--- config.mk ---
export PLATFORM = sky130hd
export DESIGN_NAME = mlp_host_driver
export DESIGN_NICKNAME = d
export VERILOG_FILES = /design/src/rtl/mlp_host_driver.sv
export SDC_FILE = /design/constraint.sdc
export NUM_CORES = 1
export LEC_CHECK = 0
export BUFFER_PORTS_ARGS = -buffer_cell sky130_fd_sc_hd__buf_4
export CORE_ASPECT_RATIO = 0.5
export CORE_MARGIN = 10
export CORE_UTILIZATION = 43
export DETAILED_ROUTE_END_ITERATION = 7
export PLACE_DENSITY = 0.76
export SLEW_MARGIN = 25
export SYNTH_ARGS = -nofsm -noshare
export SYNTH_HDL_FRONTEND = slang
export SYNTH_SLANG_ARGS = --single-unit
--- constraint.sdc ---
create_clock -name clk -period 2.5 [get_ports clk]
set_input_delay 0.625 -clock clk [delete_from_list [all_inputs] [get_ports clk]]
set_output_delay 0.625 -clock clk [all_outputs]
set_load 0.05 [all_outputs]
--- src/rtl/mlp_host_driver.sv ---
// Hardware bus initiator for the mlp accelerator slave port. It pushes the input vector
// and the weight set from a synchronous ROM, starts the run, polls for completion and
// returns the signed result.
module mlp_host_driver #(
  parameter int unsigned N_INPUTS  = 2,
  parameter int unsigned N_HIDDEN  = 4,
  parameter int unsigned N_OUTPUT  = 1,
  parameter int unsigned IN_WIDTH  = 16,
  parameter int unsigned WGT_WIDTH = 16,
  parameter int unsigned OUT_WIDTH = 16,
  parameter int unsigned TIMEOUT   = 1024,
  localparam int unsigned NHW = N_HIDDEN * (N_INPUTS + 1),
  localparam int unsigned NOW = N_OUTPUT * (N_HIDDEN + 1),
  localparam int unsigned NW  = NHW + NOW,
  localparam int unsigned AW  = $clog2(NW),
  localparam int unsigned CW  = $clog2(TIMEOUT + NW + 1)
) (
  input  logic                         clk,
  input  logic                         rst,
  input  logic                         start,
  input  logic [N_INPUTS*IN_WIDTH-1:0] in_vec,
  output logic [AW-1:0]                rom_addr,
  input  logic [WGT_WIDTH-1:0]         rom_rdata,
  output logic                         mlp_write_en,
  output logic [1:0]                   mlp_addr,
  output logic [31:0]                  mlp_writedata,
  input  logic [31:0]                  mlp_readdata,
  input  logic                         mlp_irq,
  output logic                         busy,
  output logic                         done,
  output logic                         timeout_err,
  output logic [OUT_WIDTH-1:0]         result
);

  typedef enum logic [3:0] {
    StIdle, StWrIn, StWrHw, StWrSel, StWrOw, StWrRun, StPoll, StRdA, StRdB, StFin
  } state_e;

  state_e                       state_q, state_d;
  logic [CW-1:0]                cnt_q, cnt_d;
  logic [N_INPUTS*IN_WIDTH-1:0] in_q;
  logic                         timeout_err_q;
  logic                         timeout_set;
  logic [OUT_WIDTH-1:0]         result_q;
  logic [IN_WIDTH-1:0]          in_sel;
  logic [31:0]                  in_ext;
  logic [31:0]                  wgt_ext;
  logic                         unused_rd;

  assign unused_rd   = ^mlp_readdata[31:OUT_WIDTH];
  assign timeout_err = timeout_err_q;
  assign result      = result_q;
  assign in_ext      = {{(32 - IN_WIDTH){in_sel[IN_WIDTH-1]}}, in_sel};
  assign wgt_ext     = {{(32 - WGT_WIDTH){rom_rdata[WGT_WIDTH-1]}}, rom_rdata};

  // State register plus per-state cycle counter (cleared on every state change).
  always_ff @(posedge clk) begin
    if (rst) begin
      state_q <= StIdle;
      cnt_q   <= '0;
    end else begin
      state_q <= state_d;
      cnt_q   <= cnt_d;
    end
  end

  // Next-state decode; POLL ignores the stale readdata of its first cycle.
  always_comb begin
    state_d     = state_q;
    timeout_set = 1'b0;
    unique case (state_q)
      StIdle:  if (start) state_d = StWrIn;
      StWrIn:  if (cnt_q == CW'(N_INPUTS - 1)) state_d = StWrHw;
      StWrHw:  if (cnt_q == CW'(NHW - 1)) state_d = StWrSel;
      StWrSel: state_d = StWrOw;
      StWrOw:  if (cnt_q == CW'(NOW - 1)) state_d = StWrRun;
      StWrRun: state_d = StPoll;
      StPoll: begin
        if ((cnt_q != '0 && mlp_readdata[1]) || mlp_irq) begin
          state_d = StRdA;
        end else if (cnt_q == CW'(TIMEOUT - 1)) begin
          state_d     = StFin;
          timeout_set = 1'b1;
        end
      end
      StRdA:   state_d = StRdB;
      StRdB:   state_d = StFin;
      StFin:   state_d = StIdle;
      default: state_d = StIdle;
    endcase
    cnt_d = (state_d != state_q || state_q == StIdle) ? '0 : cnt_q + CW'(1);
  end

  // Input latch, sticky timeout flag and result capture.
  always_ff @(posedge clk) begin
    if (rst) begin
      in_q          <= '0;
      timeout_err_q <= 1'b0;
      result_q      <= '0;
    end else begin
      if (state_q == StIdle && start) begin
        in_q          <= in_vec;
        timeout_err_q <= 1'b0;
      end
      if (timeout_set) timeout_err_q <= 1'b1;
      if (state_q == StRdB) result_q <= mlp_readdata[OUT_WIDTH-1:0];
    end
  end

  // Select the input element for the current WR_IN beat.
  always_comb begin
    in_sel = '0;
    for (int unsigned k = 0; k < N_INPUTS; k++) begin
      if (cnt_q == CW'(k)) in_sel = in_q[k*IN_WIDTH +: IN_WIDTH];
    end
  end

  // Bus and ROM outputs; the ROM address always runs one beat ahead of the write.
  always_comb begin
    mlp_write_en  = 1'b0;
    mlp_addr      = 2'd0;
    mlp_writedata = '0;
    rom_addr      = '0;
    busy          = (state_q != StIdle);
    done          = 1'b0;
    unique case (state_q)
      StWrIn: begin
        mlp_write_en  = 1'b1;
        mlp_addr      = 2'd1;
        mlp_writedata = in_ext;
      end
      StWrHw: begin
        mlp_write_en  = 1'b1;
        mlp_addr      = 2'd2;
        mlp_writedata = wgt_ext;
        rom_addr      = AW'(cnt_q) + AW'(1);
      end
      StWrSel: begin
        mlp_write_en  = 1'b1;
        mlp_writedata = 32'h8;
        rom_addr      = AW'(NHW);
      end
      StWrOw: begin
        mlp_write_en  = 1'b1;
        mlp_addr      = 2'd2;
        mlp_writedata = wgt_ext;
        // Last beat has nothing left to prefetch; hold the address in range.
        rom_addr      = (cnt_q == CW'(NOW - 1)) ? AW'(NW - 1) : AW'(NHW) + AW'(cnt_q) + AW'(1);
      end
      StWrRun: begin
        mlp_write_en  = 1'b1;
        mlp_writedata = 32'h1;
      end
      StRdA, StRdB: mlp_addr = 2'd3;
      StFin:        done = 1'b1;
      default: ;
    endcase
  end

endmodule

==> impl.org, run 1 <==
** Floorplanning
- Measured along the y axis, the die boundary spans ~82 µm.
- Measured along the x axis, the die boundary spans 145 µm.
- After floorplanning, the core was divided into 22 placement rows.
- Number of top-level pins :: 143
- The total area inside the core boundary comes to 7430 µm².
- For this configuration, the core starts out at a cell density of 0.449.
- The die covers 11,900 µm².

** Outcome
- The checks that failed: setup timing.
- The run finished, with violations left.

** Setup path
- In this run the worst path has a maximum fanout of 6.
- Traced cell by cell, the critical path runs through or4b_4 -> nor4_4 -> buf_12 -> a221o_2 -> buf_12 -> buf_6.
- Critical path buffer and inverter count :: 3
- Required time worst endpoint :: 1.88 ns
- Startpoint type of the worst setup path :: register
- Setup slack on the worst reg-to-reg path comes out at around 0.22 ns.
- Data arrives at the worst endpoint at around 2.3 ns.
- STA classifies the critical path endpoint as a primary output.
- The critical path is of the register to primary output type.
- CP top delay family :: simple AND/OR/NAND/NOR gates
- Crit-path slowest cell :: or4b_4
- For this run, the slowest stage of the critical path takes ~0.53 ns.
- Counting stages on the worst path, the most repeated cell is buf_12.

** Global route
- In the global route stage, met1 resource usage came out at 0.196.
- In this run the most used layer during global routing was met2.
- Antenna violations before repair :: 0
- Entering global routing, the biggest net connects 41 pins.
- The first global-routing pass estimated between 15 and 20 mm of wire.
- Met2 track demand over resource in global routing :: 0.330
- Congestion Overflow GR :: 0
- Combined global-route utilization of all metal layers :: 0.180
- The via count of the first global-routing pass is ~3,500.
- In the global route stage, met3 resource usage came out at 0.0547.

** CTS
- Hold buffer count at cts :: 0
- The longest clock path from root to sink contains 2 buffers.
- CTS tree :: done
- Clock latency on the worst-skew pair :: roughly 0.33 ns
- Clock-pin transition on the worst setup and hold timing paths :: approximately 0.050 ns
- Number of clock sinks :: 64
- CTS placed an instance of clkbuf_16 at the clock tree root.
- Total clock buffers created by CTS :: 9
- Number of H-tree branching levels :: 3

** Cells and area
- In the final layout, the share of cells above drive strength 1 is 0.414.
- Relative to the synthesized area, the layout overhead comes to 56.1%.
- The repair_antennas step left the layout with diodes totalling 0.
- Leaving out fill and tap cells, the most frequent cell in the layout is buf_4.
- After the last flow step, the layout net total stands at around 660.
- Once layout is done, the placed cells without fillers occupy approximately 5200 µm².
- The finished layout holds 669 standard cells, fillers aside.
- Most frequent cells in the layout :: buf_4 (134), nand2_1 (107), dfxtp_1 (60)

** STA
- Worst clock skew on the final layout :: 0.00521 ns
- Normalized max-slew margin :: 0.623
- Final worst setup slack :: -0.396 ns
- The max-slew violation total from the final report was 0.
- Setup_tns :: -10.95 ns
- Minimum clock period :: 2.90 ns
- Slew @ Worst Pin :: approximately 0.57 ns
- Period Utilization, post-route :: 1.16
- Final count of negative-setup-slack endpoints :: 35
- Setup repair after global routing could not meet its margin everywhere.
- Final Hold Viols :: 0
- Static timing analysis puts the maximum clock frequency at about 350 MHz.

** Yosys
- For this run, the number of Yosys warnings is 0.
- Post-synthesis area per instance :: 7.73 µm²
- Compound-gate portion of the synthesized area :: 0.196
- Counting flops with an async set or reset pin after synthesis yields a share of 0.
- The synthesized netlist contains about 50 unique library cells.
- Simple-gate share of the synthesized area :: 0.291
- Of the total synthesized cell area, the portion taken by XOR and XNOR cells is 0.0289.
- Fraction of the mapped netlist area in adder cells :: 0.0112
- Multiplexer fraction of the synthesized cell area :: 0.00337
- Synthesis handed over a netlist of 432 instances.
- Of the synthesized area, sequential elements account for 0.384.
- In this run the cell area of the synthesized design comes to ~3300 µm².
- For this run, the leading register cell type out of synthesis is dfxtp_1.
- The synthesized design contains 0 enable-type register cells.
- FF+latch count, synth :: 64
- Post-Synthesis Net Count :: 519
- After synthesis, the largest family of logic cells by area is simple AND/OR/NAND/NOR gates.

** Place
- Post-placement cell area :: approximately 4500 µm²
- After legalization and detailed placement, the total HPWL measured between 7 and 8 mm.
- Port buffering added approximately 130 buffers.
- At the end of routability-driven placement, the weighted congestion stood at just under 0.8.
- Worst slack at placement :: approximately 0.00096 ns
- Cells after DPL :: 640

** Power
- Static Leak :: 2.15 nW
- Power density normalized to cell area :: between 500 and 600 nW/µm²
- IR analysis of the VDD net gives a maximum drop of about 0.38 mV.

** Drt
- The final layout contains routed wiring with a total length of ~11 mm.
- The pre-antenna-repair detailed-routing pass consisted of 5 iterations.
- After detailed routing, the average wire length per cell comes to 17.1 µm.
- The first routing iteration left 302 violations.
- Detailed routing inserted a total of roughly 3,600 vias.
- DRC :: 0
- Average vias per placed instance :: 5.42
- Once detail routing completed, the nets flagged for antenna violations numbered 0.

** Run
- Max-cap violations in this run came to 0.

** Min path
- The tightest min-delay check is of the register to register type.
-- cells in the mapped netlist (all sizes together) (3+ instances only) --
cell | count | share of area
nand2 | 107 | 0.12
dfxtp | 64 | 0.38
a21oi | 58 | 0.087
clkbuf | 26 | 0.029
buf | 25 | 0.048
nor2b | 18 | 0.034
a221o | 16 | 0.048
nor4 | 16 | 0.039
nor2 | 12 | 0.013
xnor2 | 8 | 0.021
inv | 7 | 0.0079
o21ai | 7 | 0.010
a31oi | 6 | 0.011
nand4 | 5 | 0.0094
a211oi | 4 | 0.0090
and3 | 4 | 0.0075
nand3 | 4 | 0.0075
nor3 | 4 | 0.0075
nor4b | 4 | 0.012
and2 | 3 | 0.0056
ha | 3 | 0.011
nand2b | 3 | 0.0056
xor2 | 3 | 0.0079
-- worst paths after layout --
kind,to,cells past startpoint,start
max,mlp_writedata[18],6,state_q[0]$_SDFF_PP0_
min,result[10]$_SDFFE_PP0N_,2,result[10]$_SDFFE_PP0N_
max reg2reg,state_q[3]$_SDFF_PP0_,6,cnt_q[0]$_SDFF_PP0_
min reg2reg,result[10]$_SDFFE_PP0N_,2,result[10]$_SDFFE_PP0N_
-- per-stage QoR --
step           hold WS (ns)  total power, W   util
2_1_floorplan         0.436         0.00148      -
3_3_place_gp          0.442         0.00166  0.605
3_5_place_dp          0.447         0.00166  0.605
4_1_cts               0.454         0.00294  0.682
5_1_grt               0.472         0.00307  0.701
6_report              0.451         0.00295  0.701
-- flip-flops by register name, indices dropped and copies added (netlist names) --
signal,cells
timeout_err,1
cnt_q,11
result,16
state_q,4
in_q,32
-- cell type report --
type	count	area [µm²]
fillers	577	2220
repair buffers	176	1560
well taps	96	120
inverters	7	26.3
multi-input cells	311	1930
clock inverters	3	42.5
clock buffers	12	246
flip-flops and latches	64	1290
-- report_power, final --
part / switching, W / total (W) / internal (W) / leakage [nW]
logic: 0.000356 / 0.000640 / 0.000284 / 1.49
clock network: 0.000433 / 0.00122 / 0.000791 / 0.139
registers: 0.0000285 / 0.00109 / 0.00106 / 0.523
-- timing repair --
item                                    in CTS  in global routing
endpoints found under the hold margin        0                  0
gates resized for setup                     54                 23
endpoints found under the setup margin      35                 41
gates cloned                                 1                  1
setup buffers                                9                  3
pin swaps                                    8                  8
-- tightest hold or removal path: stages (launching register included) --
cell,delay (ns)
dfxtp_1,0.30
nand2_1,0.05
a21oi_1,0.05
-- cell families after synthesis --
logic type | count (synthesis)
mux | 1
simple gates | 192
xor+xnor | 11
compound gates | 103
fa+ha+maj | 3
flops | 64
buf+inv | 58
-- metal layers --
layer | up-vias | share of wire
met1 | 1708 | 0.39
met3 | 20 | 0.067
met5 | - | 0
li1 | 1777 | -
met2 | 123 | 0.52
met4 | 0 | 0.020
Power figures use the tool's default switching activity.
==> run 2: changes to the inputs <==
CORE_UTILIZATION = 52   (was 43)
PLACE_DENSITY = 0.86   (was 0.76)
clock period = 3.7 ns   (was 2.5 ns; I/O delays follow)
==> run 2 against run 1 <==
  * The flow now finishes without violations
  * Clock power decreased by 27%
  * Design area shrank 13%
  * Sequential share of layout area grew 3.4 points
  * Hold slack improved by 0.0014 ns
  * Via count is 4.6% lower
  * Clock-buffer cell count decreased by 2
  * Global-route usage rose by 0.96 points
  * Routed wire length shrank 11%
  * Worst setup slack improved by 0.72 ns
  * First-iteration DRC count increased by 29%
  * Largest power group unchanged
  * Clock skew down 0.0014 ns
  * Core utilization rose by 3.7 points
==> impl.org, run 2 (synthesized netlist as in run 1, its figures left out) <==
** Outcome
- Result of the run: finished clean (was complete, but fails checks).

** Place
- Routability congestion estimate from global placement :: 0.833 (was 0.776)
- The total cell area at the placement stage was 4230 µm² (was 4500 µm²).
- Placed wire-length estimate :: 7.22 mm (was 7.55 mm)
- Worst slack at placement :: 0.559 ns (was 0.000960 ns)
- The count of buffers from port buffering is 126 (unchanged).

** CTS
- Number of clock sinks :: 64 (unchanged)
- The clock buffer count from CTS is 9 (unchanged).
- The CTS tree is done (unchanged).
- Clock root buffer :: clkbuf_16 (unchanged)
- The H-tree level count was 3 (unchanged).
- The number of buffers inserted for hold repair after clock tree synthesis is 0 (unchanged).
- Clock latency on the worst-skew pair :: 0.33 ns (about the same)
- Clock tree buffer depth :: 2 (unchanged)
- Clock-pin transition on the worst setup and hold timing paths :: 0.05 ns (about the same)

** Setup path
- Required time worst endpoint :: 2.77 ns (was 1.88 ns)
- Cell chain of the critical path :: nor4_4 -> nand3_1 -> nor4_4 -> buf_4 -> a221o_1 -> buf_4 (was or4b_4 -> nor4_4 -> buf_12 -> a221o_2 -> buf_12 -> buf_6)
- The element type at the critical path start is a register (unchanged).
- The peak fanout along the critical path came to 15 (was 6).
- The type of the worst setup path was register to primary output (unchanged).
- The arrival time at the worst endpoint came to 2.45 ns (was 2.27 ns).
- The endpoint kind of the worst setup timing path was a primary output (unchanged).
- The worst stage delay on the critical path was 0.45 ns (was 0.53 ns).
- The cell type of the slowest stage on the worst timing path was nor4_4 (was or4b_4).

** Drt
- Average vias per placed instance :: 5.56 (was 5.42)
- Final routed wire length divided by cell count :: 16.4 µm (was 17.1 µm)
- Number of search-and-repair iterations in the first detailed-routing pass :: 5 (unchanged)
- Iter 0 DRT Violations :: 390 (was 302)
- The wire length after detailed routing was 10.2 mm (was 11.4 mm).
- The via count of the routed design is 3,461 (was 3,628).
- DRC :: 0 (unchanged)
- The number of nets with antenna violations after detailed routing came to 0 (unchanged).

** Power
- The power density over the cells came to 434 nW/µm² (was 567 nW/µm²).
- The standby leakage power was 1.87 nW (was 2.15 nW).
- The maximum vdd drop came to 0.327 mV (was 0.381 mV).

** Cells and area
- Most frequent cells in the layout: buf_4 (139), nand2_1 (107), dfxtp_1 (64) (was buf_4 (134), nand2_1 (107), dfxtp_1 (60)).
- Total area of sequential cells :: 1280 µm² (was 1290 µm²)
- Net total in the final layout :: 618 (was 656)
- The combined area of the multi-input logic cells was 1770 µm² (was 1930 µm²).
- Antenna cell count :: 0 (unchanged)
- The flip-flop count of the largest register, all copies and words added is 32 (unchanged).
- Layout-stage area growth over the synthesis result :: 36.1% (was 56.1%)
- Biggest register :: in_q (unchanged)
- Commonest non-fill, non-tap cell in the layout :: buf_4 (unchanged)
- Share of layout cells above drive strength 1 :: 0.303 (was 0.414)
- The number of fill cells in the layout came to 481 (was 577).
- Post-route cell area :: 4540 µm² (was 5210 µm²)

** Floorplanning
- Core footprint :: 6160 µm² (was 7430 µm²)
- Number of cell rows :: 20 (was 22)
- Starting density of the core :: 0.542 (was 0.449)
- The die boundary height is 76.7 µm (was 82.3 µm).
- Width of the die :: 133 µm (was 145 µm)
- Area enclosed by the die boundary :: 10,200 µm² (was 11,900 µm²)
- Number of top-level pins :: 143 (unchanged)

** STA
- The number of endpoints failing setup at the final stage is 0 (was 35).
- Normalized max-slew margin :: 0.332 (was 0.623)
- The max-slew violation total from the final report is 0 (unchanged).
- Slew @ Worst Pin :: 0.998 ns (was 0.565 ns)
- Period Utilization, post-route :: 0.911
- Static timing analysis puts the maximum clock frequency at between 200 and 300 MHz.
- For the finished layout, the period the worst path requires is about 3.4 ns.
- Setup repair after global routing missed its margin :: false (was true)
- The worst-case clock skew was 0.00382 ns (was 0.00521 ns).
- The final setup slack of the worst path came to 0.329 ns (was -0.396 ns).
- Setup_tns :: 0 ns (was -10.95 ns)
- The hold violation count in the final report is 0 (unchanged).

** Run
- Max-cap violations :: 0 (unchanged)

** Global route
- The number of antenna violations at the first check in global routing was 0 (unchanged).
- The overall fraction of global-route tracks in use is 0.190 (was 0.180).
- The overall overflow remaining after global route came to 0 (unchanged).
- Pin count of the biggest net entering global routing :: 55 (was 41)
- Vias in the first global route :: 3,192 (was 3,471)
- Wire length of the first global-routing pass :: 16.1 mm (was 17.0 mm)

** Min path
- Kind of path behind the tightest hold check :: register to register (unchanged)
[run 2: cell count changes in the layout (fill, tap and decap cells not counted), sizes merged]
cell / delta
bufinv: +1
clkinv: +1
clkbuf: -3
clkinvlp: -1
buf: -36
a221o: -1
[run 2: worst paths after layout]
check	from	to	slack [ns]	depth (start not counted)
max	cnt_q[5]$_SDFF_PP0_	mlp_writedata[2]	0.33	6
min	result[11]$_SDFFE_PP0N_	result[11]$_SDFFE_PP0N_	0.45	2
max reg2reg	cnt_q[0]$_SDFF_PP0_	state_q[3]$_SDFF_PP0_	1.29	5
min reg2reg	result[11]$_SDFFE_PP0N_	result[11]$_SDFFE_PP0N_	0.45	2
[run 2: per-layer routing]
layer  part of all wire  track usage
met3              0.068       0.0618
met2               0.50        0.321
met5                  0            0
met1               0.42        0.223
met4              0.012       0.0605
[run 2: power breakdown]
part / switching [W] / leakage, nW / internal (W) / total (W)
Clock: 0.000288 / 0.154 / 0.000597 / 0.000885
Combinational: 0.000217 / 1.19 / 0.000131 / 0.000348
Sequential: 0.0000193 / 0.521 / 0.000719 / 0.000738
Total: 0.000525 / 1.87 / 0.00145 / 0.00197
[run 2: critical path: cells and delay by family (launching register included)]
kind / cells / cell delay (ns)
and+or+nand+nor: 3 / 1.03
buffers and inverters: 2 / 0.50
DFF: 1 / 0.37
AOI/OAI and AO/OA: 1 / 0.20
[run 2: final cells by class]
cell class | instances | share of cell area
Multi-Input combinational cell | 310 | 0.390
Inverter | 7 | 0.00578
Clock inverter | 4 | 0.0154
Sequential cell | 64 | 0.282
Timing Repair Buffer | 139 | 0.230
Tap cell | 88 | 0.0242
Clock buffer | 10 | 0.0526
[run 2: through the flow]
step | instances | power, W | utilization | hold WS [ns]
6_report | 622 | 0.00197 | 0.738 | 0.452
5_1_grt | 622 | 0.00204 | 0.738 | 0.471
4_1_cts | 622 | 0.00198 | 0.738 | 0.454
3_5_place_dp | 608 | 0.00110 | 0.688 | 0.446
3_3_place_gp | 608 | 0.00109 | 0.688 | 0.442
2_1_floorplan | 432 | 0.000979 | - | 0.436
[run 2: what timing repair did]
item	in CTS	in global routing
endpoints found under the hold margin	0	0
setup buffers	0	0
resized for setup	0	1
setup endpoints to repair	0	17
==> run 3: changes to the inputs <==
ABC_AREA = 1   (was not set)
CORE_UTILIZATION = 51   (was 52)
PLACE_DENSITY = 0.9   (was 0.86)
SLEW_MARGIN = not set   (was 25)
==> run 3 against run 2 <==
  * Core utilization decreased by 1.7 points
  * Clock skew rose by 0.0033 ns
  * Via count down 9.7%
  * Register-to-register slack improved by 0.24 ns
  * Global-route usage down 1.1 points
  * Worst setup slack better by 0.13 ns
  * Non-clock buffer count decreased by 8
  * First-iteration DRC count fell by 25%
  * Hold slack lost 0.00089 ns
  * Highest routed layer unchanged
==> impl.org, run 3 <==
** Outcome
- Result of the run :: finished clean (unchanged)

** STA
- Setup_tns :: 0 ns (unchanged)
- The final clock period utilization by the worst path was 0.876 (was 0.911).
- Slew @ Worst Pin :: 0.889 ns (was 0.998 ns)
- Minimum clock period :: 3.24 ns (was 3.37 ns)
- Final Hold Viols :: 0 (unchanged)
- The achievable clock frequency was 309 MHz (was 297 MHz).
- Hold Worst Slack :: 0.451 ns (was 0.452 ns)
- Setup repair after global routing missed its margin: false (unchanged).
- Number of max-slew violations in the final report :: 0 (unchanged)
- Normalized max-slew margin :: 0.406 (was 0.332)
- Worst clock skew on the final layout :: 0.00712 ns (was 0.00382 ns)
- The number of endpoints failing setup at the final stage was 0 (unchanged).

** Power
- The proportion of power drawn by flip-flops and latches is 0.381 (was 0.375).
- The power density over the cells is 451 nW/µm² (was 434 nW/µm²).
- The switching power as a share of total power came to 0.277 (was 0.266).
- P_sw :: 0.000541 W (was 0.000525 W)
- The maximum vdd drop is 0.242 mV (was 0.327 mV).
- The combinational fraction of design power is 0.186 (was 0.177).
- The internal portion of total power was 0.00141 W (was 0.00145 W).
- Static Leak :: 2.01 nW (was 1.87 nW)
- Share of total power in the clock network :: 0.433 (was 0.449)

** Floorplanning
- The width of the die is 131 µm (was 133 µm).
- Area enclosed by the die boundary :: 9880 µm² (was 10,200 µm²)
- Starting density of the core :: 0.523 (was 0.542)
- Core footprint :: 6010 µm² (was 6160 µm²)
- The total number of placement rows is 20 (unchanged).
- Number of top-level pins :: 143 (unchanged)
- Die outline height :: 75.5 µm (was 76.7 µm)

** Setup path
- The data required time at the worst endpoint is 2.77 ns (about the same).
- Crit. End Element :: primary output (unchanged)
- Setup Crit Path Kind :: register to primary output (unchanged)
- The arrival time at the worst endpoint is 2.32 ns (was 2.45 ns).
- Startpoint type of the worst setup path :: register (unchanged)
- Largest driver fanout on the critical path :: 17 (was 15)

** Yosys
- FF+latch count, synth :: 64 (unchanged)
- The number of flops mapped to enable cells by yosys was 0 (unchanged).
- The cell accounting for the most synthesized area was dfxtp_1 (unchanged).
- Post-synth design cell area :: 3140 µm² (was 3340 µm²)
- Total of warnings raised by yosys :: 0 (unchanged)
- The most frequent cell after synthesis is inv_1 (was nand2_1).
- Most area-consuming cells after synthesis: dfxtp_1 (41%), inv_1 (7.9%), o21ai_0 (7.7%) (was dfxtp_1 (38%), nand2_1 (12%), a21oi_1 (8.7%)).
- Cell count after synthesis :: 429 (was 432)
- The net count after synthesis came to 516 (was 519).
- The async set or reset register ratio after synthesis came to 0 (unchanged).
- Most instantiated flip-flop cell in the synthesis netlist :: dfxtp_1 (unchanged)
- Synth cell count leaders: inv_1 (66), dfxtp_1 (64), nor2_1 (56), o21ai_0 (48), nand2_1 (43) (was nand2_1 (107), dfxtp_1 (64), a21oi_1 (58), clkbuf_1 (26), nor2b_1 (18)).
- Post-synthesis area per instance :: 7.32 µm² (was 7.73 µm²)
- The share of Yosys cell area claimed by the top area cell type was 0.408 (was 0.384).
- The sequential share of the synthesized area is 0.408 (was 0.384).
- Unique masters post-synth :: 30 (was 51)

** Drt
- Number of nets with antenna violations after detailed routing :: 0 (unchanged)
- The routed via count divided by cell count was 5.04 (was 5.56).
- Number of search-and-repair iterations in the first detailed-routing pass :: 4 (was 5)
- Final routed wire length divided by cell count :: 15.0 µm (was 16.4 µm)
- The wire length after detailed routing is 9.30 mm (was 10.2 mm).
- Iter 0 DRT Violations :: 291 (was 390)
- The via count of the routed design was 3,125 (was 3,461).
- DRC :: 0 (unchanged)

** CTS
- The maximum count of clock buffers along a single path came to 2 (unchanged).
- Hold buffer count at cts :: 0 (unchanged)
- CTS tree :: done (unchanged)
- The later-pin clock latency in the skew report is 0.33 ns (about the same).
- Total of cells resized after clock tree synthesis :: 0 (unchanged)
- Clock root buffer :: clkbuf_16 (unchanged)
- The count of buffers added by post-CTS timing repair for setup was 0 (unchanged).
- Total clock buffers created by CTS :: 9 (unchanged)
- Number of H-tree branching levels :: 3 (unchanged)
- Number of clock sinks :: 64 (unchanged)
- Clock-pin transition on the worst setup and hold timing paths :: 0.05 ns (about the same)

** Cells and area
- The final antenna diode count came to 0 (unchanged).
- The register bank with the most flops was in_q (unchanged).
- Largest register FFs :: 32 (unchanged)
- Layout-stage area growth over the synthesis result :: 37.9% (was 36.1%)
- Filler Cells Inserted :: 462 (was 481)
- The number of nets in the layout came to 625 (was 618).
- Share of layout cells above drive strength 1 :: 0.319 (was 0.303)
- The most common library cell in the layout ignoring fill and taps is buf_4 (unchanged).
- Most frequent cells in the layout: buf_4 (131), inv_1 (66), dfxtp_1 (64) (was buf_4 (139), nand2_1 (107), dfxtp_1 (64)).

** Global route
- Vias in the first global route :: 2,967 (was 3,192)
- The overall overflow remaining after global route is 0 (unchanged).
- The number of antenna violations at the first check in global routing came to 0 (unchanged).
- Wire length of the first global-routing pass :: 13.9 mm (was 16.1 mm)
- Combined global-route utilization of all metal layers :: 0.179 (was 0.190)
- Pin count of the biggest net entering global routing :: 65 (was 55)

** Place
- The weighted congestion reported at the end of routability-driven placement was 0.910 (was 0.833).
- Placed wire-length estimate :: 6.75 mm (was 7.22 mm)
- The count of buffers from port buffering was 126 (unchanged).

** Run
- Max-cap violations :: 0 (unchanged)

** Min path
- Kind of path behind the tightest hold check :: register to register (unchanged)
[run 3: cell count changes after synthesis, sizes merged, moves of 5 or more]
cell	delta
inv	+62
nand3	+6
clkbuf	-13
nor2b	-18
nor4	-15
xor2	+6
o21ai	+43
xnor2	-7
nor2	+62
o221ai	+16
nand2	-62
a221o	-16
a21oi	-19
buf	-5
[run 3: worst paths after layout]
kind / slack, ns / endpoint / from / cells after the start
max: 0.46 / mlp_writedata[25] / cnt_q[0]$_SDFF_PP0_ / 9
min: 0.45 / in_q[9]$_SDFFE_PP0P_ / in_q[9]$_SDFFE_PP0P_ / 2
max reg2reg: 1.53 / cnt_q[9]$_SDFF_PP0_ / cnt_q[0]$_SDFF_PP0_ / 12
min reg2reg: 0.45 / in_q[9]$_SDFFE_PP0P_ / in_q[9]$_SDFFE_PP0P_ / 2
[run 3: layout make-up]
cell class              count  area, µm²  share of cell area
multi-input cells         263       1410               0.326
clock buffers              13        260              0.0601
clock inverters             3       40.0             0.00925
flip-flops and latches     64       1280               0.296
inverters                  69        259              0.0598
well taps                  77       96.3              0.0222
repair buffers            131        983               0.227
[run 3: logic make-up after synthesis]
logic type | after synthesis | share of synthesized area
AND/OR/NAND/NOR | 137 | 0.200
AO/OA/AOI/OAI | 113 | 0.207
buffers and inverters | 102 | 0.145
flip-flops | 64 | 0.408
XOR/XNOR | 10 | 0.0279
adder cells (fa/ha/maj) | 3 | 0.0120
[run 3: metal layers]
metal / up-vias / part of all wire / track usage
met5: - / 0 / 0
met4: 0 / 0.027 / 0.0881
met3: 23 / 0.067 / 0.0563
met2: 92 / 0.51 / 0.326
met1: 1414 / 0.39 / 0.187
li1: 1596 / - / -
[run 3: power by group through the flow]
stage | clock (W) | combinational (W) | sequential [W]
after floorplan | 0 | 0.000248 | 0.000755
after global placement | 0 | 0.000355 | 0.000757
after detailed placement | 0 | 0.000362 | 0.000759
after CTS | 0.000853 | 0.000364 | 0.000745
after global routing | 0.000886 | 0.000390 | 0.000747
final | 0.000844 | 0.000363 | 0.000745
[run 3: metrics by stage]
stage / worst slack, ns / utilization / power [W] / cell area, µm² / cells
after detailed placement: 0.788 / 0.671 / 0.00112 / 4030 / 604
after floorplan: 0.605 / - / 0.00100 / 3150 / 429
after global placement: 0.859 / 0.671 / 0.00111 / 4030 / 604
after global routing: 0.188 / 0.721 / 0.00202 / 4330 / 620
after CTS: 0.445 / 0.721 / 0.00196 / 4330 / 620
final: 0.459 / 0.721 / 0.00195 / 4330 / 620
[run 3: worst max-delay path: stages (launching register included)]
cell and delay (ns):
dfxtp_1 0.39, inv_1 0.11, ha_1 0.14, inv_1 0.06, nor2_1 0.09, nand2_1 0.09
inv_1 0.08, nand3_1 0.13, o221ai_2 0.56, buf_4 0.32
